File: src/rtl/rom_arb_pkg.sv
// Shared types and constants for the two-requester synchronous-ROM arbiter.
package rom_arb_pkg;

  localparam int DEF_ADDR_WIDTH = 8;
  localparam int DEF_DATA_WIDTH = 8;

  typedef enum logic [1:0] {
    IDLE    = 2'd0,
    WAIT    = 2'd1,
    CAPTURE = 2'd2
  } state_t;

  typedef logic req_id_t;

  localparam req_id_t REQ_ID0 = 1'b0;
  localparam req_id_t REQ_ID1 = 1'b1;

endpackage

File: src/rtl/rom_arb_pick.sv
// Combinational winner selection. ROM_ARB_FIXED_PRIORITY_EN selects fixed priority
// (requester 0 wins ties); otherwise ties go to the requester not granted last.
module rom_arb_pick
  import rom_arb_pkg::*;
(
  input  logic    req0,
  input  logic    req1,
`ifndef ROM_ARB_FIXED_PRIORITY_EN
  input  req_id_t last_grant,
`endif
  output req_id_t winner
);

  always_comb begin
    winner = REQ_ID0;
    if (req0 && req1) begin
`ifdef ROM_ARB_FIXED_PRIORITY_EN
      winner = REQ_ID0;
`else
      winner = (last_grant == REQ_ID0) ? REQ_ID1 : REQ_ID0;
`endif
    end else if (req1) begin
      winner = REQ_ID1;
    end
  end

endmodule

File: src/rtl/rom_arbiter.sv
// Two-requester arbiter in front of a synchronous ROM: one access per 3 cycles.
// Build macro ROM_ARB_FIXED_PRIORITY_EN switches tie-breaking from round-robin to fixed.
module rom_arbiter
  import rom_arb_pkg::*;
#(
  parameter int ADDR_WIDTH = DEF_ADDR_WIDTH,
  parameter int DATA_WIDTH = DEF_DATA_WIDTH
) (
  input  logic                  CLK,
  input  logic                  RESET_N,
  input  logic                  REQ0,
  input  logic [ADDR_WIDTH-1:0] ADDR0,
  output logic                  ACK0,
  output logic                  VALID0,
  output logic [DATA_WIDTH-1:0] DATA0,
  input  logic                  REQ1,
  input  logic [ADDR_WIDTH-1:0] ADDR1,
  output logic                  ACK1,
  output logic                  VALID1,
  output logic [DATA_WIDTH-1:0] DATA1,
  output logic [ADDR_WIDTH-1:0] ROM_ADDR,
  input  logic [DATA_WIDTH-1:0] ROM_DATA
);

  state_t  state;
  state_t  next_state;
  req_id_t winner;
  req_id_t cur_id;
  logic    accept;
  logic    capture;

`ifndef ROM_ARB_FIXED_PRIORITY_EN
  req_id_t last_grant;
`endif

  rom_arb_pick u_pick (
    .req0      (REQ0),
    .req1      (REQ1),
`ifndef ROM_ARB_FIXED_PRIORITY_EN
    .last_grant(last_grant),
`endif
    .winner    (winner)
  );

  always_ff @(posedge CLK) begin
    if (!RESET_N) state <= IDLE;
    else          state <= next_state;
  end

  always_comb begin
    next_state = state;
    case (state)
      IDLE:    if (REQ0 || REQ1) next_state = WAIT;
      WAIT:    next_state = CAPTURE;
      CAPTURE: next_state = IDLE;
      default: next_state = IDLE;
    endcase
  end

  always_comb begin
    accept  = (state == IDLE) && (REQ0 || REQ1);
    capture = (state == CAPTURE);
  end

  // Stage boundary: acceptance registers ACK/ROM_ADDR, capture registers DATA/VALID.
  always_ff @(posedge CLK) begin
    if (!RESET_N) begin
      ACK0     <= 1'b0;
      ACK1     <= 1'b0;
      VALID0   <= 1'b0;
      VALID1   <= 1'b0;
      DATA0    <= '0;
      DATA1    <= '0;
      ROM_ADDR <= '0;
      cur_id   <= REQ_ID0;
    end else begin
      ACK0   <= accept && (winner == REQ_ID0);
      ACK1   <= accept && (winner == REQ_ID1);
      VALID0 <= capture && (cur_id == REQ_ID0);
      VALID1 <= capture && (cur_id == REQ_ID1);
      if (accept) begin
        cur_id   <= winner;
        ROM_ADDR <= (winner == REQ_ID1) ? ADDR1 : ADDR0;
      end
      if (capture && (cur_id == REQ_ID0)) DATA0 <= ROM_DATA;
      if (capture && (cur_id == REQ_ID1)) DATA1 <= ROM_DATA;
    end
  end

`ifndef ROM_ARB_FIXED_PRIORITY_EN
  // Reset to requester 1 so requester 0 wins the first tie.
  always_ff @(posedge CLK) begin
    if (!RESET_N)    last_grant <= REQ_ID1;
    else if (accept) last_grant <= winner;
  end
`endif

endmodule

File: config.mk
export PLATFORM = sky130hd
export DESIGN_NAME = rom_arbiter
export DESIGN_NICKNAME = d
export VERILOG_FILES = /design/src/rtl/rom_arb_pkg.sv /design/src/rtl/rom_arb_pick.sv /design/src/rtl/rom_arbiter.sv
export SDC_FILE = /design/constraint.sdc
export NUM_CORES = 1
export LEC_CHECK = 0
export ABC_AREA = 1
export BUFFER_PORTS_ARGS = -buffer_cell sky130_fd_sc_hd__buf_2
export CAP_MARGIN = 10
export CORE_MARGIN = 4
export CORE_UTILIZATION = 47
export CTS_CLUSTER_SIZE = 28
export DETAILED_ROUTE_END_ITERATION = 10
export MAX_ROUTING_LAYER = met4
export PLACE_DENSITY = 0.8
export SYNTH_ARGS = -nofsm -noshare
export SYNTH_HDL_FRONTEND = slang
export SYNTH_HIERARCHICAL = 1
export SYNTH_SLANG_ARGS = --single-unit
File: constraint.sdc
create_clock -name CLK -period 1.1 [get_ports CLK]
set_input_delay 0.11 -clock CLK [delete_from_list [all_inputs] [get_ports CLK]]
set_output_delay 0.11 -clock CLK [all_outputs]
set_load 0.01 [all_outputs]
==> impl_results.md <==
* Register-to-register setup slack at 0.07 ns
* DIE WIDTH at 61.5 microns
* I/O pin cnt at 56
* Overall Global Routing Usage at 16.2%
* Worst-skew pair later-pin latency at 0.33 ns
* Final hold viol count at 0
* Worst setup EP type: flip-flop
* Post-Route WL at 2.83 mm
* Worst hold margin at 0.0207 ns
* First-pass GRT wire length at 4.38 mm
* Area grow syn2layout at 31.7%
* Worst slew pin tran at 0.411 ns
* CTS Buf Count at 5
* Placed instance count at 280
* Critical Path AT at 1.26 ns
* Net switching power at 644 uW
* Pwr/cell area at 1330 mW/mm^2
* Initial DRC count at 57
* Crit Path Class: flip-flop to flip-flop
* Synthesized Nets at 225
* Seq pwr share at 53.7%
* Final setup fails at 0
* Residual DRC at 0
* Power Internal at 1710 uW
* Post-route clock period utilization at 93.5%
* Initial core utilization at 48.9%
* Logic pwr share at 16.9%
* Final core occ at 64.3%
* ANT cells at 0
* Setup bufs post-CTS at 0
* Port-buffer cells at 55
* Worst r2r src: state[1]$_SDFFE_PN0P_
* H-Tree Depth at 2
* Die height at 61.5 microns
* Seq cells post-synth at 32
* Die ar. at 0.00379 sq mm
* Post-synthesis sequential area ratio at 47.5%
* Status: finished, final reports clean
* Synth warn at 6
* Setup crit start: state[1]$_SDFFE_PN0P_
* Placer Congestion at 0.742
* Slew Limit Fails at 0
* Mapped cell area at 0.00135 sq mm
* Finished Layout Cells at 292
* Via count at 1309
* Type of origin of the critical path: flip-flop
* Avg Synthesized Cell Area at 6.84 sq um
* Row count at 19
* Final worst slack at 0.0720 ns
* Clock share of power at 29.4%
* Initial antenna violation count at 0
* Slew headroom at 72.5%
* Deepest clock path buffer count at 2
* Switch share at 27.4%
* # clock sinks at 32
* DP HPWL at 1.99 mm
* Skew final at 0.0136 ns
* Achievable Freq at 973 MHz
* Worst hold path type: input pin to flip-flop
* Vias per std cell at 4.48
* Worst Path Max Fanout at 5
* Final #Nets at 288
* Pre-CTS setup slack at -0.0000132 ns
* Syn Inst Count at 197
* Detail Route Antenna Nets at 0
* PnR Total Power at 2350 uW
* Final worst path period need at 1.03 ns
* Largest net degree at the start of global routing at 38
* Clock transition at path regs at 0.10 ns
* GR Overflow Total at 0
* Unrepaired setup endpoints after global routing: yes
* Most frequent cells in the layout: nand2_1 (66), buf_2 (55), nor2_1 (36)
* Distinct cells, synth at 15
* First-pass DRT Iterations at 4
* Core area at 0.00276 sq mm
* Most common library cell in the layout ignoring fill and taps: nand2_1
* Hold Crit Start: ROM_DATA[3]
* Clk root buf: clkbuf_4
* TritonCTS clock tree: done
* Share of cells above drive strength 1 at 29.5%
* Max_cap viols at 0
* VDD IR-drop max at 1.01 mV
* Wire per inst at 9.69 microns
* Vias in the first global route at 1058
* Leak at 0.00106 uW
* WP data required at 1.33 ns
[worst paths after layout]
path / cells past startpoint / end
max reg2reg: 5 / cur_id$_SDFFE_PN0P_
min reg2reg: 2 / ROM_ADDR[4]$_SDFFE_PN0P_
min: 3 / DATA0[3]$_SDFFE_PN0P_
max: 5 / cur_id$_SDFFE_PN0P_
[Yosys cell counts]
| master | number | area (sq um) |
|---|---|---|
| dfxtp_1 | 32 | 641 |
| clkbuf_1 | 1 | 3.75 |
| nor3_1 | 1 | 5.00 |
| nand3_2 | 2 | 20.0 |
| nand2_2 | 2 | 12.5 |
| inv_1 | 26 | 97.6 |
| buf_4 | 1 | 7.51 |
| buf_2 | 2 | 10.0 |
| nor2_1 | 37 | 139 |
| buf_6 | 2 | 22.5 |
| a21oi_2 | 1 | 8.76 |
| clkbuf_8 | 1 | 13.8 |
| nand2_1 | 68 | 255 |
| nand3_1 | 20 | 100 |
| nor2_4 | 1 | 11.3 |
[critical path, stage by stage, from the launching register on]
cell and delay (ns):
dfxtp_1 0.47, inv_1 0.08, nand2_2 0.13, nor2_4 0.07, nand3_1 0.10, nand2_1 0.05
[per-layer routing]
layer  up-vias  global-route usage [%]  share of wire [%]
li1        710                       -                  -
met3         5                    8.18                 12
met1       541                    18.6                 45
met2        53                    24.1                 42
met5         -                       -                  0
met4         0                    6.36                1.8
[per-stage QoR]
stage	area, sq um	TNS [ns]
final	1770	0
after CTS	1760	0
after global routing	1770	-0.0380
after global placement	1660	0
after detailed placement	1660	-0.0000132
after floorplan	1350	0
[area by class of cell]
| class | instances | area, sq um |
|---|---|---|
| fillers | 265 | 983 |
| flip-flops and latches | 32 | 641 |
| multi-input cells | 133 | 578 |
| repair buffers | 62 | 360 |
| inverters | 26 | 97.6 |
| clock buffers | 8 | 58.8 |
| well taps | 31 | 38.8 |
[logic make-up (layout without fill, tap and decap cells)]
kind of cell | count (synthesis) | in the layout | synth area share (%)
and+or+nand+nor | 131 | 132 | 40.3
buffers and inverters | 33 | 96 | 11.5
DFF | 32 | 32 | 47.5
AOI/OAI and AO/OA | 1 | 1 | 0.650
[flip-flops by register name (all words and copies together), names as in the netlist]
signal and count:
ACK0 1, ACK1 1, DATA0 8, DATA1 8, ROM_ADDR 8, VALID0 1
VALID1 1, cur_id 1, last_grant 1, state 2
[power by group through the flow]
stage                     Combinational [uW]  Clock, uW  Sequential [uW]
after global routing                     451        768             1270
after CTS                                382        713             1260
after global placement                   366          0             1290
final                                    398        691             1270
after floorplan                          196          0             1310
after detailed placement                 371          0             1290
[repair_timing]
item / in CTS / in global routing
hold buffers: 3 / 0
pin swaps: 0 / 1
gates resized for setup: 1 / 6
endpoints found under the hold margin: 3 / 0
cloned: 0 / 1
endpoints found under the setup margin: 3 / 13
Power figures use the tool's default switching activity.
